`src/rtl/cellrv32_package.sv`:
```
// cellrv32_package: shared IO map, ICAP register layout and sizing helpers.
package cellrv32_package;

  function automatic int index_size_f(input int n);
    for (int i = 0; i < 32; i++) if ((1 << i) >= n) return i;
    return 32;
  endfunction

  localparam logic [31:0] io_base_c = 32'hFFFFFE00;
  localparam int          io_size_c = 512;

  localparam logic [31:0] icap_base_c       = 32'hFFFFFF60;
  localparam int          icap_size_c       = 16;
  localparam logic [31:0] icap_ctrl_addr_c  = icap_base_c + 32'd0;
  localparam logic [31:0] icap_count_addr_c = icap_base_c + 32'd4;
  localparam logic [31:0] icap_data_addr_c  = icap_base_c + 32'd8;

  localparam int ctrl_en_c     = 0;
  localparam int ctrl_prsc0_c  = 1;
  localparam int ctrl_prsc2_c  = 3;
  localparam int ctrl_edge0_c  = 4;
  localparam int ctrl_edge1_c  = 5;
  localparam int ctrl_clr_c    = 6;
  localparam int ctrl_ovf_c    = 7;
  localparam int ctrl_avail_c  = 8;
  localparam int ctrl_full_c   = 9;
  localparam int ctrl_level0_c = 10;
  localparam int ctrl_level4_c = 14;

endpackage

```
`src/rtl/cellrv32_icap_fifo.sv`:
```
// cellrv32_icap_fifo: power-of-two timestamp queue with flush; full when pointers differ only in the MSB.
module cellrv32_icap_fifo
  import cellrv32_package::*;
#(
  parameter int DEPTH = 4,
  parameter int WIDTH = 32,
  localparam int AW = index_size_f(DEPTH)
) (
  input  logic             clk_i,
  input  logic             rstn_i,
  input  logic             clr_i,
  input  logic             push_i,
  input  logic             pop_i,
  input  logic [WIDTH-1:0] wdata_i,
  output logic [WIDTH-1:0] rdata_o,
  output logic             full_o,
  output logic             empty_o,
  output logic [AW:0]      level_o
);

  localparam int         IW  = (AW > 0) ? AW : 1;
  localparam logic [AW:0] MSB = (AW + 1)'(1 << AW);

  logic [AW:0]      wp_q, wp_d, rp_q, rp_d;
  logic [WIDTH-1:0] mem_q [DEPTH];
  logic             we;

  function automatic logic [IW-1:0] idx(input logic [AW:0] p);
    return (AW == 0) ? '0 : IW'(p);
  endfunction

  always_comb begin
    full_o  = (wp_q ^ rp_q) == MSB;
    empty_o = wp_q == rp_q;
    level_o = wp_q - rp_q;
    we      = push_i & ~full_o & ~clr_i;
    wp_d    = clr_i ? '0 : wp_q + (AW + 1)'(we);
    rp_d    = clr_i ? '0 : rp_q + (AW + 1)'(pop_i & ~empty_o);
    rdata_o = mem_q[idx(rp_q)];
  end

  always_ff @(posedge clk_i or negedge rstn_i) begin
    if (!rstn_i) begin
      wp_q <= '0;
      rp_q <= '0;
    end else begin
      wp_q <= wp_d;
      rp_q <= rp_d;
    end
  end

  always_ff @(posedge clk_i) begin
    if (we) mem_q[idx(wp_q)] <= wdata_i;
  end

endmodule

```
`src/rtl/cellrv32_icap.sv`:
```
// cellrv32_icap: input capture unit; timestamps a prescaled counter on selected edges of capture_i.
module cellrv32_icap
  import cellrv32_package::*;
#(
  parameter int ICAP_FIFO = 4
) (
  input  logic        clk_i,
  input  logic        rstn_i,
  input  logic [31:0] addr_i,
  input  logic        rden_i,
  input  logic        wren_i,
  input  logic [31:0] data_i,
  output logic [31:0] data_o,
  output logic        ack_o,
  output logic        clkgen_en_o,
  input  logic [7:0]  clkgen_i,
  input  logic        capture_i,
  output logic        irq_o
);

  localparam int HI = index_size_f(io_size_c) - 1;
  localparam int LO = index_size_f(icap_size_c);
  localparam int LW = index_size_f(ICAP_FIFO) + 1;

  if (ICAP_FIFO < 1 || ICAP_FIFO > 16 || (ICAP_FIFO & (ICAP_FIFO - 1)) != 0) begin : g_chk
    $error("cellrv32_icap: ICAP_FIFO must be a power of two in 1..16");
  end

  logic          acc_en, rden, wren, wr_ctrl, wr_cnt, rd_data, clr, rise, fall, evt;
  logic          full, empty;
  logic [LW-1:0] level;
  logic [31:0]   head, ctrl_w, rdata;
  logic [1:0]    sel;
  logic          unused_addr;

  logic        en_q, en_d, ovf_q, ovf_d, cnt_we_q, cnt_we_d, tick_q, tick_d;
  logic        ack_q, ack_d, irq_q, irq_d;
  logic [2:0]  prsc_q, prsc_d, s_q, s_d;
  logic [1:0]  edge_q, edge_d;
  logic [31:0] cnt_q, cnt_d, cnt_wd_q, cnt_wd_d, data_q, data_d;

  assign unused_addr = ^{addr_i[31:HI+1], addr_i[1:0]};

  always_comb begin
    acc_en   = addr_i[HI:LO] == icap_base_c[HI:LO];
    rden     = acc_en & rden_i;
    wren     = acc_en & wren_i;
    sel      = addr_i[LO-1:2];
    wr_ctrl  = wren & (sel == icap_ctrl_addr_c[LO-1:2]);
    wr_cnt   = wren & (sel == icap_count_addr_c[LO-1:2]);
    rd_data  = rden & (sel == icap_data_addr_c[LO-1:2]);
    clr      = wr_ctrl & data_i[ctrl_clr_c];
    rise     = s_q[1] & ~s_q[2];
    fall     = ~s_q[1] & s_q[2];
    evt      = en_q & ((edge_q[0] & rise) | (edge_q[1] & fall));
    en_d     = wr_ctrl ? data_i[ctrl_en_c] : en_q;
    prsc_d   = wr_ctrl ? data_i[ctrl_prsc2_c:ctrl_prsc0_c] : prsc_q;
    edge_d   = wr_ctrl ? data_i[ctrl_edge1_c:ctrl_edge0_c] : edge_q;
    ovf_d    = clr ? 1'b0 : (evt & full) ? 1'b1 : ovf_q;
    cnt_we_d = wr_cnt;
    cnt_wd_d = data_i;
    tick_d   = clkgen_i[prsc_q];
    cnt_d    = cnt_we_q ? cnt_wd_q : (en_q & tick_q) ? cnt_q + 32'd1 : cnt_q;
    s_d      = {s_q[1:0], capture_i};
    ctrl_w   = '0;
    ctrl_w[ctrl_en_c]                   = en_q;
    ctrl_w[ctrl_prsc2_c:ctrl_prsc0_c]   = prsc_q;
    ctrl_w[ctrl_edge1_c:ctrl_edge0_c]   = edge_q;
    ctrl_w[ctrl_ovf_c]                  = ovf_q;
    ctrl_w[ctrl_avail_c]                = ~empty;
    ctrl_w[ctrl_full_c]                 = full;
    ctrl_w[ctrl_level4_c:ctrl_level0_c] = 5'(level);
    rdata    = (sel == icap_ctrl_addr_c[LO-1:2])  ? ctrl_w :
               (sel == icap_count_addr_c[LO-1:2]) ? cnt_q :
               (sel == icap_data_addr_c[LO-1:2])  ? (empty ? 32'd0 : head) : 32'd0;
    data_d   = rden ? rdata : 32'd0;
    ack_d    = rden | wren;
    irq_d    = en_q & ~empty;
  end

  always_ff @(posedge clk_i or negedge rstn_i) begin
    if (!rstn_i) begin
      en_q     <= 1'b0;
      prsc_q   <= '0;
      edge_q   <= '0;
      ovf_q    <= 1'b0;
      cnt_we_q <= 1'b0;
      cnt_wd_q <= '0;
      tick_q   <= 1'b0;
      cnt_q    <= '0;
      s_q      <= '0;
      data_q   <= '0;
      ack_q    <= 1'b0;
      irq_q    <= 1'b0;
    end else begin
      en_q     <= en_d;
      prsc_q   <= prsc_d;
      edge_q   <= edge_d;
      ovf_q    <= ovf_d;
      cnt_we_q <= cnt_we_d;
      cnt_wd_q <= cnt_wd_d;
      tick_q   <= tick_d;
      cnt_q    <= cnt_d;
      s_q      <= s_d;
      data_q   <= data_d;
      ack_q    <= ack_d;
      irq_q    <= irq_d;
    end
  end

  cellrv32_icap_fifo #(.DEPTH(ICAP_FIFO), .WIDTH(32)) u_fifo (
    .clk_i  (clk_i),
    .rstn_i (rstn_i),
    .clr_i  (clr),
    .push_i (evt),
    .pop_i  (rd_data),
    .wdata_i(cnt_q),
    .rdata_o(head),
    .full_o (full),
    .empty_o(empty),
    .level_o(level)
  );

  assign data_o      = data_q;
  assign ack_o       = ack_q;
  assign irq_o       = irq_q;
  assign clkgen_en_o = en_q;

endmodule

```
`config.mk`:
```
export PLATFORM = sky130hd
export DESIGN_NAME = cellrv32_icap
export DESIGN_NICKNAME = d
export VERILOG_FILES = /design/src/rtl/cellrv32_package.sv /design/src/rtl/cellrv32_icap_fifo.sv /design/src/rtl/cellrv32_icap.sv
export SDC_FILE = /design/constraint.sdc
export NUM_CORES = 1
export LEC_CHECK = 0
export ABC_AREA = 0
export BUFFER_PORTS_ARGS = -buffer_cell sky130_fd_sc_hd__buf_2
export CAP_MARGIN = 20
export CELL_PAD_IN_SITES_DETAIL_PLACEMENT = 1
export CELL_PAD_IN_SITES_GLOBAL_PLACEMENT = 2
export CORE_ASPECT_RATIO = 0.5
export CORE_MARGIN = 2
export CORE_UTILIZATION = 30
export DETAILED_ROUTE_END_ITERATION = 8
export HOLD_SLACK_MARGIN = 0.02
export PLACE_DENSITY_LB_ADDON = 0.15
export SYNTH_ARGS = -nofsm -noshare
export SYNTH_HDL_FRONTEND = slang
export SYNTH_HIERARCHICAL = 1
export SYNTH_SLANG_ARGS = --single-unit
```
`constraint.sdc`:
```
create_clock -name clk_i -period 4.41 [get_ports clk_i]
set_input_delay 0.441 -clock clk_i [delete_from_list [all_inputs] [get_ports clk_i]]
set_output_delay 0.441 -clock clk_i [all_outputs]
set_load 0.01 [all_outputs]
```
==> metrics, run 1 <==
slew margin rel. 0.349; Internal 3910 uW; Final Hold Fails 0; Resized Gates After CTS 0; YS warnings 6; vias in the first global route 6205; NetSw 1210 uW; largest net degree at the start of global routing 45; CTS tree yes; CTS Sinks 244; Placed Cells incl. Taps 1100; Post-DRT Antenna Nets 0; Worst Max-Slew Pin Slew 0.967 ns; RSZ-0062 raised after global routing false; number of setup buffers added after CTS 0; DRC 0; die area 0.0337 sq mm; Initial Util 0.305; clock tree root driver cell clkbuf_16; total CTS buffers 24; Max stage delay on crit path 0.77 ns; crit-path cells nand3b_1, a21boi_0, nand4b_1, a31oi_4, buf_12; final total power 5120 uW; fmax 0.350 GHz; Die Height 131 microns; DR WL/cell 21.2 microns; power share of the sequential group 0.516; Final min period 2.86 ns; Final Setup Violations 0; synth unique cells 51; WS Path Type flip-flop to flip-flop; slowest CP cell a21boi_0; combinational share of power 0.071; Seq/Total Area, Yosys 0.699; Post-Synthesis Cell Area 0.00965 sq mm; area of the multi-input gates 0.00275 sq mm; largest buffer count on any clock path 3; Max-cap violations 0; power density over the cells 436 mW/mm^2; fin. max-slew vios 0; final core utilization 0.371; share of cells above drive strength 1 0.254; number of diodes 0; initial antenna violation count 0; Clock power frac 0.413; leakage power figure 0.00452 uW; Setup TNS 0 ns; first-pass GRT wire length 38300 microns; Setup crit start kind flip-flop; sw frac 0.237; Core Region 0.0317 sq mm; Area after DPL 0.0107 sq mm; Post-Synthesis Net Count 685; Clk pin slew, worst setup/hold paths 0.06 ns; clk_lat worst skew 0.53 ns; Worst EP arrival 3.09 ns; Ports 112; die span in x 258 microns; GPL Wtd Cong 0.720; Synth Area per Inst 16.1 sq um; flip-flop and latch count after synthesis 244; Crit Path Max Fanout 19; outcome complete, no violations; Fill cells 3265; grt total ovfl 0; maximum vdd drop 0.000197 V; Sequential Area 0.00675 sq mm; part of the cycle the worst path needs 0.649; most frequent cells in the layout 128 x edfxtp_1, 115 x dfrtp_1, 85 x buf_2; commonest non-fill, non-tap cell in the layout edfxtp_1; Post-Syn Instances 600; design area 0.0118 sq mm; GR Util All Layers 0.151; final WL 24800 microns; IO buf count 86; 1st-iter DRT viols 235; Via density 4.86; Req. time, crit path 4.64 ns; endpoint class of the critical path flip-flop; Non-Filler Instances 1173; Final #Nets 808; Hold Path Class input pin to flip-flop; Syn-to-layout area delta 21.8%; Worst Skew 0.0145 ns; row count 46; dpl hpwl 15500 microns; 1st-pass router iterations 4; CTS H-tree depth 1; total number of vias 5706
-- metal layers --
metal	global-route usage	part of all wire	wire, microns	vias up
met4	0.0309	0.018	450	0
li1	-	-	-	2579
met1	0.210	0.47	11700	3005
met3	0.0285	0.042	1050	27
met5	0	0	0	-
met2	0.251	0.47	11700	95
-- worst max-delay path, delay by kind of cell, from the launching register on --
family	cells	cell delay [ns]
buffers and inverters	1	0.27
AND/OR/NAND/NOR	2	0.44
flip-flops	1	0.40
AO/OA/AOI/OAI	2	1.44
-- flip-flops by register name, indices dropped and copies added, names as in the netlist --
register / cells
u_fifo/mem_q: 128
tick_q: 1
edge_q: 2
cnt_wd_q: 32
cnt_q: 32
u_fifo/rp_q: 3
s_q: 3
cnt_we_q: 1
clkgen_en_o: 1
ack_o: 1
u_fifo/wp_q: 3
ovf_q: 1
prsc_q: 3
irq_o: 1
data_o: 32
-- layout make-up --
class                   instances  share of cell area
flip-flops and latches        244               0.574
multi-input cells             312               0.234
repair buffers                130              0.0743
clock buffers                  34              0.0595
well taps                     432              0.0460
clock inverters                10             0.00915
inverters                      11             0.00351
-- Yosys cell counts (all sizes together) --
cell / instances / area [sq um]
nand4b: 1 / 8.76
fa: 1 / 20.0
o211ai: 2 / 15.0
and2: 4 / 25.0
nand4bb: 2 / 22.5
o2bb2ai: 9 / 78.8
ha: 7 / 87.6
o21a: 1 / 7.51
and3: 6 / 38.8
a31oi: 24 / 150
mux2: 7 / 78.8
nor2b: 7 / 43.8
xor2: 11 / 104
mux2i: 12 / 120
o21ai: 16 / 80.1
clkbuf: 21 / 80.1
nand2b: 1 / 6.26
xnor2: 4 / 35.0
and4: 6 / 52.6
and3b: 1 / 8.76
or4b: 1 / 10.0
edfxtp: 128 / 3840
a2bb2oi: 1 / 8.76
nand3b: 3 / 22.5
nor4b: 1 / 15.0
a21boi: 1 / 7.51
or2: 1 / 6.26
or3: 4 / 26.3
o31ai: 14 / 105
a21oi: 3 / 15.0
a311oi: 1 / 8.76
nand2: 28 / 105
or4: 18 / 135
a22o: 19 / 166
mux4: 34 / 773
nor2: 32 / 120
nor3b: 1 / 7.51
nand4: 12 / 81.3
nand3: 16 / 80.1
inv: 11 / 41.3
dfrtp: 116 / 2900
buf: 12 / 109
-- timing repair --
item,CTS,global route
setup endpoints to repair,0,0
hold buffers,29,0
endpoints found under the hold margin,70,0
-- cell families (layout without fill, tap and decap cells) --
logic type | Yosys count | count (layout) | share of synthesized area
simple gates | 145 | 145 | 0.0845
compound gates | 91 | 91 | 0.0666
flops | 244 | 244 | 0.699
xor+xnor | 15 | 15 | 0.0144
fa+ha+maj | 8 | 8 | 0.0111
mux | 53 | 53 | 0.101
buf+inv | 44 | 185 | 0.0238
-- path summary, 6_finish.rpt --
kind,depth (start not counted),start,slack (ns),to
worst max-delay path,5,s_q[1]$_DFF_PN0_,1.55,u_fifo/mem_q[3][6]$_DFFE_PP_
worst min-delay path,1,data_i[2],0.05,cnt_wd_q[2]$_DFF_PN0_
worst max register to register,5,s_q[1]$_DFF_PN0_,1.55,u_fifo/mem_q[3][6]$_DFFE_PP_
worst min register to register,0,s_q[0]$_DFF_PN0_,0.36,s_q[1]$_DFF_PN0_
max in group asynchronous,3,rstn_i,2.88,data_o[3]$_DFF_PN0_
min in group asynchronous,2,rstn_i,0.48,cnt_wd_q[23]$_DFF_PN0_
-- metrics by stage --
step / setup WS, ns / hold slack (ns)
2_1_floorplan: 0.669 / 0.145
3_3_place_gp: 1.28 / 0.344
3_5_place_dp: 1.26 / 0.341
4_1_cts: 1.57 / 0.0214
5_1_grt: 1.42 / 0.0311
6_report: 1.55 / 0.0451
-- power groups by stage --
stage | logic, uW | registers (uW) | clock network, uW
6_report | 364 | 2640 | 2120
5_1_grt | 411 | 2660 | 2260
4_1_cts | 376 | 2650 | 2180
3_5_place_dp | 356 | 2690 | 0
3_3_place_gp | 349 | 2680 | 0
2_1_floorplan | 238 | 2640 | 0
(Power assumes the default switching activity.)
==> inputs of run 2 (changes only) <==
==> constraint.sdc (replaced) <==
create_clock -name clk_i -period 2.5 [get_ports clk_i]
set_input_delay 0.25 -clock clk_i [delete_from_list [all_inputs] [get_ports clk_i]]
set_output_delay 0.25 -clock clk_i [all_outputs]
set_load 0.01 [all_outputs]
==> metrics, run 2 (same netlist as run 1, synthesis figures left out) <==
vias in the first global route 6165 (-0.64%); Crit Path Max Fanout 18 (-1); final WL 25000 microns (+0.61%); die span in x 258 microns (unchanged); clk_lat worst skew 0.54 ns (about the same); Final Setup Violations 0 (unchanged); Final min period 2.22 ns (-0.642 ns); Final #Nets 843 (+4.3%); slew margin rel. 0.598 (+0.248); Placed Cells incl. Taps 1129 (+2.6%); CTS Hold Buffers Added 35 (+21%); die area 0.0337 sq mm (unchanged); RSZ-0062 raised after global routing false; endpoint class of the critical path flip-flop; GR Util All Layers 0.152 (+0.000788); outcome complete, no violations; clock tree root driver cell clkbuf_16; largest net degree at the start of global routing 47 (+4.4%); number of setup buffers added after CTS 0 (unchanged); 1st-iter DRT viols 348 (+48%); total number of vias 5819 (+2.0%); Die Height 131 microns (unchanged); combinational share of power 0.083 (+0.012); Worst Skew 0.0219 ns (+0.00746 ns); Initial Util 0.305 (unchanged); Syn-to-layout area delta 25.5%; Worst EP arrival 2.45 ns (-0.64 ns); grt total ovfl 0 (unchanged); WS Path Type flip-flop to flip-flop; Ports 112 (unchanged); CTS H-tree depth 1 (unchanged); row count 46 (unchanged); 1st-pass router iterations 4 (unchanged); largest buffer count on any clock path 3 (unchanged); DRC 0 (unchanged); part of the cycle the worst path needs 0.888 (+0.239); fin. max-slew vios 0 (unchanged); power density over the cells 758 mW/mm^2 (+74%); endpoint of the worst hold path cnt_we_q$_DFF_PN0_; R2R depth 5 (unchanged); hold_sp addr_i[7]; first-pass GRT wire length 38100 microns (-0.50%); Max-cap violations 0 (unchanged); power share of the sequential group 0.502 (-0.014); Setup crit start kind flip-flop; fmax 0.451 GHz (+29%); Final Hold Fails 0 (unchanged); Worst Max-Slew Pin Slew 0.603 ns (-0.364 ns); NetSw 2180 uW (+80%); Clk pin slew, worst setup/hold paths 0.06 ns (about the same); number of diodes 0 (unchanged); Clock power frac 0.415 (+0.002); Core Region 0.0317 sq mm (unchanged); IO buf count 86 (unchanged); sw frac 0.238 (+0.000687); total CTS buffers 24 (unchanged); area of the multi-input gates 0.00275 sq mm (unchanged); CTS tree yes; reg2reg end u_fifo/mem_q[0][2]$_DFFE_PP_; DR WL/cell 20.7 microns (-2.3%); R2R Setup Slk 0.28 ns (-1.27 ns); Internal 7000 uW (+79%); Largest Register u_fifo/mem_q; Setup TNS 0 ns (unchanged); commonest non-fill, non-tap cell in the layout edfxtp_1; Hold Path Class input pin to flip-flop; leakage power figure 0.00471 uW (+4.2%); Req. time, crit path 2.73 ns (-1.91 ns); max FFs per register 128 (unchanged); maximum vdd drop 0.000362 V (+84%); Critical R2R Launch s_q[1]$_DFF_PN0_; Via density 4.82 (-0.97%); most frequent cells in the layout 128 x edfxtp_1, 115 x dfrtp_1, 85 x buf_2; Post-DRT Antenna Nets 0 (unchanged); Resized Gates After CTS 0 (unchanged); Worst Hold Path Cells 4 (+3); GPL Wtd Cong 0.752 (+4.4%); CTS Sinks 244 (unchanged); dpl hpwl 16100 microns (+4.3%); share of cells above drive strength 1 0.282 (+0.0285); Fill cells 3251 (-0.43%); Non-Filler Instances 1208 (+3.0%); Sequential Area 0.00675 sq mm (unchanged); initial antenna violation count 1 (+1)
-- run 2: cell type report --
cell class	count	area share
sequential	244	0.557
clock inverter	18	0.0171
timing repair buffer	165	0.100
multi-input combinational	312	0.227
clock buffer	26	0.0510
tap	432	0.0446
inverter	11	0.00341
-- run 2: worst max-delay path by stage --
stage                        startpoint                             to  slack, ns
5_1_grt            cnt_q[6]$_DFFE_PN0P_          cnt_q[25]$_DFFE_PN0P_       0.14
2_1_floorplan  u_fifo/rp_q[1]$_DFF_PN0_   u_fifo/mem_q[2][0]$_DFFE_PP_      -0.27
6_report               s_q[1]$_DFF_PN0_   u_fifo/mem_q[0][2]$_DFFE_PP_       0.28
3_3_place_gp           s_q[1]$_DFF_PN0_  u_fifo/mem_q[0][25]$_DFFE_PP_       0.26
3_5_place_dp           s_q[1]$_DFF_PN0_  u_fifo/mem_q[0][25]$_DFFE_PP_       0.28
4_1_cts                s_q[1]$_DFF_PN0_   u_fifo/mem_q[0][1]$_DFFE_PP_       0.25
-- run 2: routing by layer --
| metal | GRT usage | routed length [microns] |
|---|---|---|
| met5 | 0 | 0 |
| met4 | 0.0272 | 354 |
| met3 | 0.0272 | 884 |
| met2 | 0.251 | 11700 |
| met1 | 0.214 | 12100 |
-- run 2: critical path, cell delays in order, from the launching register on --
cell	delay, ns
dfrtp_1	0.39
nand3b_1	0.15
a21boi_0	0.35
or4b_1	0.52
a31oi_4	0.27
buf_12	0.22
-- run 2: power groups by stage --
stage / clock (uW) / combinational [uW] / sequential, uW
2_1_floorplan: 0 / 435 / 4650
3_5_place_dp: 0 / 736 / 4700
6_report: 3810 / 758 / 4610
3_3_place_gp: 0 / 718 / 4690
4_1_cts: 3950 / 781 / 4620
5_1_grt: 4100 / 848 / 4640
-- run 2: per-stage QoR --
stage / area (sq um) / worst slack [ns] / hold WS [ns] / utilization / power (uW)
after floorplan: 9700 / -0.266 / -0.0456 / - / 5080
after global placement: 10900 / 0.259 / 0.204 / 0.346 / 5410
after detailed placement: 10900 / 0.279 / 0.226 / 0.346 / 5430
after CTS: 12100 / 0.248 / 0.0332 / 0.383 / 9340
after global routing: 12100 / 0.135 / 0.0412 / 0.383 / 9580
final: 12100 / 0.281 / 0.0560 / 0.383 / 9180
==> inputs of run 3 (changes only) <==
--- a/config.mk
+++ b/config.mk
@@ -6,7 +6,6 @@
 export NUM_CORES = 1
 export LEC_CHECK = 0
 export ABC_AREA = 0
-export BUFFER_PORTS_ARGS = -buffer_cell sky130_fd_sc_hd__buf_2
 export CAP_MARGIN = 20
 export CELL_PAD_IN_SITES_DETAIL_PLACEMENT = 1
 export CELL_PAD_IN_SITES_GLOBAL_PLACEMENT = 2
@@ -14,6 +13,7 @@
 export CORE_MARGIN = 2
 export CORE_UTILIZATION = 30
 export DETAILED_ROUTE_END_ITERATION = 8
+export DONT_BUFFER_PORTS = 1
 export HOLD_SLACK_MARGIN = 0.02
 export PLACE_DENSITY_LB_ADDON = 0.15
 export SYNTH_ARGS = -nofsm -noshare
==> metrics, run 3 (same netlist as run 1, synthesis figures left out) <==
number of diodes 0 (unchanged); Core Region 0.0317 sq mm (unchanged); endpoint class of the critical path flip-flop; vias in the first global route 6030 (-2.2%); CTS tree yes; row count 46 (unchanged); Max-cap violations 0 (unchanged); DRC 0 (unchanged); largest net degree at the start of global routing 117 (+150%); dpl hpwl 15100 microns (-6.2%); Hold Path Class input pin to asynchronous set/reset pin; clk_lat worst skew 0.55 ns (about the same); grt total ovfl 0 (unchanged); leakage power figure 0.00437 uW (-7.2%); Final #Nets 762 (-9.6%); Syn-to-layout area delta 22.1%; part of the cycle the worst path needs 0.927 (+0.0392); WHS -0.596 ns (-0.652 ns); met3 Use GR 0.0270 (-0.000193); total number of vias 5523 (-5.1%); slowest CP cell or4b_1; IO buf count 0 (-100%); number of setup buffers added after CTS 0 (unchanged); Internal 7270 uW (+3.8%); Req. time, crit path 2.74 ns (about the same); Worst Skew 0.0160 ns (-0.00591 ns); die span in x 258 microns (unchanged); Fill cells 3214 (-1.1%); grt peak-use layer met2; fmax 0.432 GHz (-4.2%); largest buffer count on any clock path 3 (unchanged); Largest Register u_fifo/mem_q; Final Setup Violations 0 (unchanged); met1 Track Usage GR 0.215 (+0.00161); CTS H-tree depth 1 (unchanged); most frequent cells in the layout 128 x edfxtp_1, 115 x dfrtp_1, 38 x dlygate4sd3_1, 38 x buf_4, 32 x mux4_2; Area after DPL 0.0105 sq mm (-4.2%); power share of the sequential group 0.487 (-0.015); power density over the cells 802 mW/mm^2 (+5.8%); NetSw 2180 uW (about the same); Crit Path Max Fanout 24 (+6); Final min period 2.32 ns (+0.0981 ns); Via density 4.89 (+1.6%); WS Path Type flip-flop to flip-flop; commonest non-fill, non-tap cell in the layout edfxtp_1; Max stage delay on crit path 0.55 ns (+0.03 ns); Clock power frac 0.439 (+0.024); share of cells above drive strength 1 0.201 (-0.0814); slew margin rel. 0.421 (-0.177); outcome finished with violations; initial antenna violation count 0 (-1); final core utilization 0.372 (-0.0103); Post-DRT Antenna Nets 0 (unchanged); Sequential Area 0.00675 sq mm (unchanged); failing checks hold timing; clock tree root driver cell clkbuf_16; Die Height 131 microns (unchanged); total CTS buffers 26 (+8.3%); 1st-pass router iterations 4 (unchanged); die area 0.0337 sq mm (unchanged); Worst EP arrival 2.56 ns (+0.11 ns); Worst Max-Slew Pin Slew 0.866 ns (+0.263 ns); design area 0.0118 sq mm (-2.7%); maximum vdd drop 0.000360 V (-0.43%); Initial Util 0.305 (unchanged); DR WL/cell 22.2 microns (+7.5%); Setup crit start kind flip-flop; Clk pin slew, worst setup/hold paths 0.06 ns (about the same); 1st-iter DRT viols 277 (-20%); sw frac 0.231 (-0.00663); combinational share of power 0.074 (-0.009); CTS Sinks 244 (unchanged); first-pass GRT wire length 38400 microns (+0.72%); GR Util All Layers 0.153 (+0.000990); RSZ-0062 raised after global routing false; GPL Wtd Cong 0.700 (-6.9%); met2 GRT Util 0.250 (-0.00190); CTS Hold Buffers Added 38 (+8.6%); max FFs per register 128 (unchanged); final WL 25100 microns (+0.50%); Final Hold Fails 116 (+116); crit-path cells nand3b_1, a21boi_0, or4b_1, a31oi_4, buf_12; Ports 112 (unchanged); area of the multi-input gates 0.00275 sq mm (+0.18%); fin. max-slew vios 0 (unchanged)
==> run 3: layout make-up <==
class | instances | area share
sequential | 244 | 0.572
multi-input combinational | 312 | 0.233
timing repair buffer | 82 | 0.0667
clock buffer | 32 | 0.0588
tap | 432 | 0.0459
clock inverter | 16 | 0.0194
inverter | 11 | 0.00350
==> run 3: critical path: cells and delay by family, from the launching register on <==
| kind | cells | cell delay, ns |
|---|---|---|
| buf+inv | 1 | 0.24 |
| simple gates | 2 | 0.70 |
| compound gates | 2 | 0.67 |
| flops | 1 | 0.39 |
==> run 3: through the flow <==
stage / instances / TNS (ns) / setup slack (ns) / power (uW)
6_report: 1129 / 0 / 0.183 / 9450
5_1_grt: 1129 / 0 / 0.0561 / 9840
4_1_cts: 1129 / 0 / 0.0368 / 9620
3_5_place_dp: 1043 / 0 / 0.241 / 5340
3_3_place_gp: 1043 / 0 / 0.261 / 5310
2_1_floorplan: 600 / -17.75 / -0.266 / 5080
==> run 3: repair_timing <==
action	CTS	global route
resized for setup	0	2
setup endpoints to repair	0	1
endpoints found under the hold margin	170	116
==> run 3: worst paths after layout <==
path / startpoint / to / slack, ns / cells past startpoint
max in group asynchronous: rstn_i / data_o[3]$_DFF_PN0_ / 2.89 / 0
setup / recovery: s_q[1]$_DFF_PN0_ / u_fifo/mem_q[0][23]$_DFFE_PP_ / 0.18 / 5
hold reg to reg: s_q[0]$_DFF_PN0_ / s_q[1]$_DFF_PN0_ / 0.38 / 0
hold / removal: rstn_i / data_o[24]$_DFF_PN0_ / -0.60 / 0
setup reg to reg: s_q[1]$_DFF_PN0_ / u_fifo/mem_q[0][23]$_DFFE_PP_ / 0.18 / 5
min in group clk_i: addr_i[2] / data_o[31]$_DFF_PN0_ / 0.03 / 3
==> run 3: power groups by stage <==
stage	combinational [uW]	clock, uW	sequential [uW]
2_1_floorplan	435	0	4650
3_3_place_gp	637	0	4680
3_5_place_dp	652	0	4680
4_1_cts	712	4310	4610
5_1_grt	780	4430	4630
6_report	702	4150	4600
==> run 3: layer usage <==
metal | share of wire | vias up | routed length, microns
li1 | - | 2493 | -
met1 | 0.48 | 2930 | 12100
met2 | 0.47 | 72 | 11700
met3 | 0.034 | 28 | 842
met4 | 0.017 | 0 | 438
met5 | 0 | - | 0
